--- config.mk ---
export PLATFORM = sky130hd
export DESIGN_NAME = seg7_scan_ctrl
export DESIGN_NICKNAME = d
export VERILOG_FILES = /design/src/rtl/seg7_pkg.sv /design/src/rtl/seg7_hex_decode.sv /design/src/rtl/seg7_scan_ctrl.sv
export SDC_FILE = /design/constraint.sdc
export NUM_CORES = 1
export LEC_CHECK = 0
export ABC_AREA = 0
export BUFFER_PORTS_ARGS = -buffer_cell sky130_fd_sc_hd__buf_2
export CELL_PAD_IN_SITES_DETAIL_PLACEMENT = 0
export CELL_PAD_IN_SITES_GLOBAL_PLACEMENT = 1
export CORE_MARGIN = 2
export CORE_UTILIZATION = 47
export CTS_BUF_LIST = sky130_fd_sc_hd__clkbuf_4 sky130_fd_sc_hd__clkbuf_8 sky130_fd_sc_hd__clkbuf_16
export DETAILED_ROUTE_END_ITERATION = 8
export GPL_ROUTABILITY_DRIVEN = 0
export PLACE_DENSITY = 0.82
export SKIP_LAST_GASP = 1
export SLEW_MARGIN = 10
export SYNTH_ARGS = -nofsm -noshare
export SYNTH_HDL_FRONTEND = slang
export SYNTH_SLANG_ARGS = --single-unit
--- constraint.sdc ---
create_clock -name clk -period 2.49 [get_ports clk]
set_input_delay 0.498 -clock clk [delete_from_list [all_inputs] [get_ports clk]]
set_output_delay 0.498 -clock clk [all_outputs]
set_load 0.05 [all_outputs]
--- src/rtl/seg7_pkg.sv ---
// ---------------------------------------------------------------------------
// seg7_pkg
//   Shared definitions for the seven-segment scan controller.
//   - SEG_BLANK  : all segments off (active-low, gfedcba)
//   - scan_state_t : per-slot scan phase (BLANK guard, then DRIVE)
//   - hex_to_seg : 0-F nibble to active-low gfedcba pattern
// ---------------------------------------------------------------------------
package seg7_pkg;

  localparam logic [6:0] SEG_BLANK = 7'h7F;

  typedef enum logic {
    BLANK = 1'b0,
    DRIVE = 1'b1
  } scan_state_t;

  // Active-low gfedcba; lower-case glyphs for b and d keep them distinct
  // from 8 and 0.
  function automatic logic [6:0] hex_to_seg(input logic [3:0] nib);
    logic [6:0] s;
    s = SEG_BLANK;
    case (nib)
      4'h0: s = 7'h40;
      4'h1: s = 7'h79;
      4'h2: s = 7'h24;
      4'h3: s = 7'h30;
      4'h4: s = 7'h19;
      4'h5: s = 7'h12;
      4'h6: s = 7'h02;
      4'h7: s = 7'h78;
      4'h8: s = 7'h00;
      4'h9: s = 7'h18;
      4'hA: s = 7'h08;
      4'hB: s = 7'h03;
      4'hC: s = 7'h46;
      4'hD: s = 7'h21;
      4'hE: s = 7'h06;
      4'hF: s = 7'h0E;
      default: s = SEG_BLANK;
    endcase
    return s;
  endfunction

endpackage

--- src/rtl/seg7_hex_decode.sv ---
// ---------------------------------------------------------------------------
// seg7_hex_decode
//   Purely combinational hex nibble to seven-segment lookup. A single
//   instance is shared by every digit of the scan controller.
//   Ports:
//     nibble_i  in  4  hex value to display
//     seg_o     out 7  segments gfedcba, active-low
// ---------------------------------------------------------------------------
module seg7_hex_decode
  import seg7_pkg::*;
(
  input  logic [3:0] nibble_i,
  output logic [6:0] seg_o
);

  assign seg_o = hex_to_seg(nibble_i);

endmodule

--- src/rtl/seg7_scan_ctrl.sv ---
// ---------------------------------------------------------------------------
// seg7_scan_ctrl
//   Time-multiplexed scan controller for NUM_DIGITS common-anode seven-segment
//   digits sharing one decoder and one set of segment lines. A new display
//   value is accepted through a load/ready handshake and only becomes visible
//   at a frame boundary, so a frame never mixes old and new digits.
//
//   Each digit slot lasts SCAN_DIV clocks: BLANK_CYCLES of all-anodes-off
//   guard (anti-ghosting), then DRIVE for the rest of the slot.
//
//   Optional build macro:
//     LEADING_ZERO_BLANK_EN  suppress zero digits above the most significant
//                            non-zero digit of the committed display value
//                            (digit 0 always shown).
//
//   Ports:
//     clk        in   1             system clock
//     rst        in   1             asynchronous reset, active-high
//     load       in   1             request to capture value/digit_en
//     value      in   4*NUM_DIGITS  hex nibbles, nibble 0 = rightmost digit
//     digit_en   in   NUM_DIGITS    per-digit enable, 0 = digit dark
//     ready      out  1             1 = no pending update, load accepted
//     seg        out  7             segments gfedcba, active-low
//     an         out  NUM_DIGITS    anode selects, active-low
//     frame_tick out  1             one-cycle pulse after each frame boundary
//     dbg_state  out  scan_state_t  current scan phase (observation only)
// ---------------------------------------------------------------------------
module seg7_scan_ctrl
  import seg7_pkg::*;
#(
  parameter int NUM_DIGITS   = 4,
  parameter int SCAN_DIV     = 50000,
  parameter int BLANK_CYCLES = 2
) (
  input  logic                    clk,
  input  logic                    rst,
  input  logic                    load,
  input  logic [4*NUM_DIGITS-1:0] value,
  input  logic [NUM_DIGITS-1:0]   digit_en,
  output logic                    ready,
  output logic [6:0]              seg,
  output logic [NUM_DIGITS-1:0]   an,
  output logic                    frame_tick,
  output scan_state_t             dbg_state
);

  localparam int CNT_W = (SCAN_DIV > 1) ? $clog2(SCAN_DIV) : 1;
  localparam int IDX_W = (NUM_DIGITS > 1) ? $clog2(NUM_DIGITS) : 1;
  localparam int VAL_W = 4 * NUM_DIGITS;

  localparam logic [CNT_W-1:0] CNT_LAST   = CNT_W'(SCAN_DIV - 1);
  localparam logic [CNT_W-1:0] BLANK_LAST = CNT_W'(BLANK_CYCLES - 1);
  localparam logic [IDX_W-1:0] IDX_LAST   = IDX_W'(NUM_DIGITS - 1);

  // Scan state
  scan_state_t            state_q, state_d;
  logic [CNT_W-1:0]       cnt_q, cnt_d;
  logic [IDX_W-1:0]       idx_q, idx_d;

  // Committed display and pending update
  logic [VAL_W-1:0]       disp_val_q, disp_val_d;
  logic [NUM_DIGITS-1:0]  disp_en_q, disp_en_d;
  logic [VAL_W-1:0]       pend_val_q, pend_val_d;
  logic [NUM_DIGITS-1:0]  pend_en_q, pend_en_d;
  logic                   pend_valid_q, pend_valid_d;

  // Registered outputs
  logic [6:0]             seg_q, seg_d;
  logic [NUM_DIGITS-1:0]  an_q, an_d;
  logic                   tick_q, tick_d;

  // Combinational helpers
  logic                   slot_end;
  logic                   frame_end;
  logic                   accept;
  logic                   commit;
  logic [3:0]             cur_nib;
  logic [6:0]             dec_seg;
  logic [NUM_DIGITS-1:0]  an_sel;
  logic [NUM_DIGITS-1:0]  lz_mask;
  logic                   digit_lit;

  assign slot_end  = (cnt_q == CNT_LAST);
  assign frame_end = slot_end && (idx_q == IDX_LAST);

  // Handshake: the producer holds load with value/digit_en; a transfer
  // happens on any clock where load && ready. ready is low exactly while an
  // accepted update waits for the next frame boundary, and a load seen while
  // ready is low is dropped without touching the pending data.
  assign ready  = ~pend_valid_q;
  assign accept = load && ready;
  // accept and commit are mutually exclusive (commit needs pend_valid_q=1),
  // so a load on the boundary cycle waits for the following boundary.
  assign commit = frame_end && pend_valid_q;

  // One-hot select of the current digit, also used to pick its nibble.
  always_comb begin
    an_sel  = '0;
    cur_nib = 4'h0;
    for (int i = 0; i < NUM_DIGITS; i++) begin
      if (IDX_W'(i) == idx_q) begin
        an_sel[i] = 1'b1;
        cur_nib   = disp_val_q[4*i +: 4];
      end
    end
  end

`ifdef LEADING_ZERO_BLANK_EN
  // Walk down from the top digit; a digit is suppressed while no non-zero
  // nibble has been seen at or above it. Digit 0 is never suppressed.
  always_comb begin
    logic seen;
    seen    = 1'b0;
    lz_mask = '0;
    for (int i = NUM_DIGITS - 1; i >= 1; i--) begin
      seen       = seen | (disp_val_q[4*i +: 4] != 4'h0);
      lz_mask[i] = ~seen;
    end
  end
`else
  assign lz_mask = '0;
`endif

  assign digit_lit = |(an_sel & disp_en_q & ~lz_mask);

  seg7_hex_decode u_hex_decode (
    .nibble_i (cur_nib),
    .seg_o    (dec_seg)
  );

  always_comb begin
    // Slot counter and digit index
    cnt_d = slot_end ? '0 : cnt_q + 1'b1;
    idx_d = idx_q;
    if (slot_end) begin
      idx_d = (idx_q == IDX_LAST) ? '0 : idx_q + 1'b1;
    end

    // Scan phase follows the counter: BLANK at slot start, DRIVE after guard
    state_d = state_q;
    if (slot_end) begin
      state_d = BLANK;
    end else if (cnt_q == BLANK_LAST) begin
      state_d = DRIVE;
    end

    // Pending / display registers
    pend_val_d   = pend_val_q;
    pend_en_d    = pend_en_q;
    pend_valid_d = pend_valid_q;
    disp_val_d   = disp_val_q;
    disp_en_d    = disp_en_q;
    if (accept) begin
      pend_val_d   = value;
      pend_en_d    = digit_en;
      pend_valid_d = 1'b1;
    end else if (commit) begin
      disp_val_d   = pend_val_q;
      disp_en_d    = pend_en_q;
      pend_valid_d = 1'b0;
    end

    // Outputs reflect this cycle's scan position on the next cycle
    seg_d = SEG_BLANK;
    an_d  = '1;
    if (state_q == DRIVE && digit_lit) begin
      seg_d = dec_seg;
      an_d  = ~an_sel;
    end
    tick_d = frame_end;
  end

  always_ff @(posedge clk or posedge rst) begin
    if (rst) begin
      state_q      <= BLANK;
      cnt_q        <= '0;
      idx_q        <= '0;
      disp_val_q   <= '0;
      disp_en_q    <= '0;
      pend_val_q   <= '0;
      pend_en_q    <= '0;
      pend_valid_q <= 1'b0;
      seg_q        <= SEG_BLANK;
      an_q         <= '1;
      tick_q       <= 1'b0;
    end else begin
      state_q      <= state_d;
      cnt_q        <= cnt_d;
      idx_q        <= idx_d;
      disp_val_q   <= disp_val_d;
      disp_en_q    <= disp_en_d;
      pend_val_q   <= pend_val_d;
      pend_en_q    <= pend_en_d;
      pend_valid_q <= pend_valid_d;
      seg_q        <= seg_d;
      an_q         <= an_d;
      tick_q       <= tick_d;
    end
  end

  assign seg        = seg_q;
  assign an         = an_q;
  assign frame_tick = tick_q;
  assign dbg_state  = state_q;

endmodule

==> summary.md <==
| Metric | Value |
|---|---|
| TNS Setup | 0 ns |
| Worst skew pair latency | 0.33 ns |
| Startpoint types | register |
| Synth Net Count | 298 |
| Top cell type's share of synthesized area | 46.9% |
| Ys async rst share | 100% |
| Initial antenna violation count | 0 |
| Post-Synthesis Cells | 263 |
| HP Class | in -> async |
| Die Height | 87.2 um |
| Post-layout util | 55.6% |
| Clock buffer depth | 2 |
| Clock Pin Slew Worst Setup and Hold Paths | 0.07 ns |
| WP data arrival | 2.51 ns |
| Inserted Clock Buffers | 9 |
| Area of the mapped netlist | 3260 um^2 |
| Post-route insts no fill | 392 |
| Most used routing layer in global routing | met2 |
| Post-CTS sizing | 0 |
| GRT met1 Usage | 23.8% |
| Post-synthesis simple-gate area fraction | 11.8% |
| Worst slew pin tran | 0.546 ns |
| Post-synth top area cell | dfrtp_1 |
| GRT Overall Usage | 16.7% |
| Ys flop type | dfrtp_1 |
| Fin nets | 342 |
| Crit path capture type | register |
| Crit-path max FO | 6 |
| First-pass DRT Iterations | 4 |
| # hold bufs at CTS | 0 |
| Antenna viol nets, final | 0 |
| Pwr/cell area | 596 nW/um^2 |
| Starting DRT DRC Count | 82 |
| Worst slew margin | 63.5% |
| Yosys cell types | 43 |
| CP Cell Sequence | inv_1 -> ha_1 -> nand2_1 -> o21ai_0 -> a22o_1 -> inv_1 -> ha_1 -> a211o_1 -> o211ai_1 -> nand2_1 |
| Lkg Pwr | 1.75 nW |
| Top cells by count, synth | 61 x dfrtp_1, 21 x mux2_2, 20 x nand2_1, 19 x mux2_1, 17 x nor2_1 |
| Placement Rows | 30 |
| Global route overflow | 0 |
| Period Utilization, post-route | 89.9% |
| Worst clock skew | 0.00700 ns |
| Core Area | 6760 um^2 |
| Slowest cell on crit path | dfrtp_1 |
| Complex-gate fraction of the synthesized area | 6.57% |
| Global-route met3 utilization | 3.60% |
| Diodes inserted | 0 |
| Largest net degree at the start of global routing | 34 |
| Most frequent cell after synthesis | dfrtp_1 |
| Synth warn | 0 |
| Post-CTS setup buffer count | 0 |
| Run status | completed |
| Chip width | 87.2 um |
| VDD IR max | 0.000308 V |
| CP Class | reg -> reg |
| Die ar. | 7610 um^2 |
| Avg Inst Size Synth | 12.4 um^2 |
| Root Buffer Master | clkbuf_8 |
| Post-synthesis sequential area ratio | 55.7% |
| Unrepaired setup endpoints after global routing | false |
| Vias in the first global route | 1995 |
| Layout Area Growth over Synthesis | 15.3% |
| Fraction of final layout cells with drive strength greater than 1 | 31.4% |
| Largest family of logic cells by synthesized area | multiplexers |
| Fraction of synthesized area in multiplexers | 14.8% |
| Final setup vio count | 0 |
| Routed WL | 5770 um |
| Design Power | 2.24 mW |
| Adder-cell share of the synthesized area | 4.61% |
| Worst EP required | 2.76 ns |
| PortBufs | 36 |
| Post-synth EDFFs | 0 |
| First-pass GRT wire length | 9740 um |
| CTS Sinks | 72 |
| R2R Setup Slk | 0.25 ns |
| Placed insts | 376 |
| Worst hold slack | 0.194 ns |
| Met2 Usage GRT | 24.2% |
| Via count | 2090 |
| Crit path time final | 2.24 ns |
| Final Hold Fails | 0 |
| Routed len/inst | 14.7 um |
| Max-Cap Viols | 0 |
| FMAX | 0.447 GHz |
| Detailed Place HPWL | 4140 um |
| Synth area leaders | dfrtp_1 47%, dfstp_2 8.9%, mux2_2 7.3% |
| Starting Density | 48.2% |
| H-tree levels | 3 |
| CTS tree | built |
| Final slew viol count | 0 |
| Top-Level Pins | 37 |
| Critical Path Max Stage Delay | 0.42 ns |
| DR vias/cell | 5.33 |
| DRC | 0 |
| Synthesis-stage register bit count | 72 |
| Post-Synth XOR/XNOR Area | 3.50% |
[registers in the layout, indices dropped and copies added (netlist names)]
signal        count
disp_en_q         4
frame_tick        1
dbg_state         1
pend_val_q       16
disp_val_q       16
cnt_q            16
idx_q             2
an                4
pend_en_q         4
seg               7
pend_valid_q      1
[cell type report]
cell class,instances,area (um^2)
inverter,11,41.3
timing repair buffer,43,245
fill,580,3000
clock buffer,13,166
multi-input combinational,170,1350
tap,80,100
sequential,72,1820
clock inverter,3,40.0
[power breakdown]
part	switching [mW]	internal [mW]	leakage, nW	total [mW]
sequential	0.0186	1.21	0.912	1.23
clock	0.393	0.537	0.110	0.930
combinational	0.0354	0.0436	0.728	0.0790
[cell families (layout without fill, tap and decap cells)]
family	after synthesis	count (layout)
adder cells (fa/ha/maj)	12	12
XOR/XNOR	13	13
multiplexers	43	43
AND/OR/NAND/NOR	71	71
buffers and inverters	21	70
AO/OA/AOI/OAI	31	31
flip-flops	72	72
[through the flow]
stage / area [um^2] / setup slack [ns]
finish: 3750 / 0.252
global route: 3750 / 0.0883
CTS: 3750 / 0.241
detailed placement: 3550 / 0.253
global placement: 3550 / 0.391
floorplan: 3260 / 0.185
[final timing paths]
kind	start	to	cells past startpoint
min reg2reg	disp_val_q[11]	disp_val_q[11]	1
max	idx_q[0]	seg[3]	10
max in group asynchronous	rst	an[1]	3
max reg2reg	idx_q[0]	seg[3]	10
min	rst	frame_tick	2
min in group clk	value[13]	pend_val_q[13]	2
[per-layer routing]
metal	routed length, um	part of all wire (%)
met2	2550	44
met5	0	0
met4	121	2.1
met1	2840	49
met3	253	4.4
[cells in the final DEF, fill, tap and decap left out, types with 2 or more instances in the layout]
master / instances
nand4_1: 4
nand3_1: 6
inv_1: 10
a21oi_1: 5
nor3_1: 2
clkbuf_8: 11
nand2_1: 20
nand3b_1: 3
clkinv_2: 2
nor2_1: 17
a211o_1: 2
o221ai_1: 2
nor3b_1: 3
buf_4: 6
buf_2: 36
ha_1: 12
and3_1: 4
a22oi_1: 3
mux2i_1: 3
clkbuf_4: 2
mux2_1: 19
dfstp_2: 11
dfrtp_1: 61
xnor2_1: 8
nor2b_1: 2
o21ai_0: 7
xor2_1: 5
mux2_2: 21
o211ai_1: 4
a211oi_1: 3
[worst max-delay path: cells and delay by family, from the launching register on]
| kind | cells | cell delay [ns] |
|---|---|---|
| compound gates | 4 | 0.78 |
| fa+ha+maj | 2 | 0.62 |
| buf+inv | 2 | 0.22 |
| flops | 1 | 0.42 |
| simple gates | 2 | 0.15 |
(Power assumes the default switching activity.)
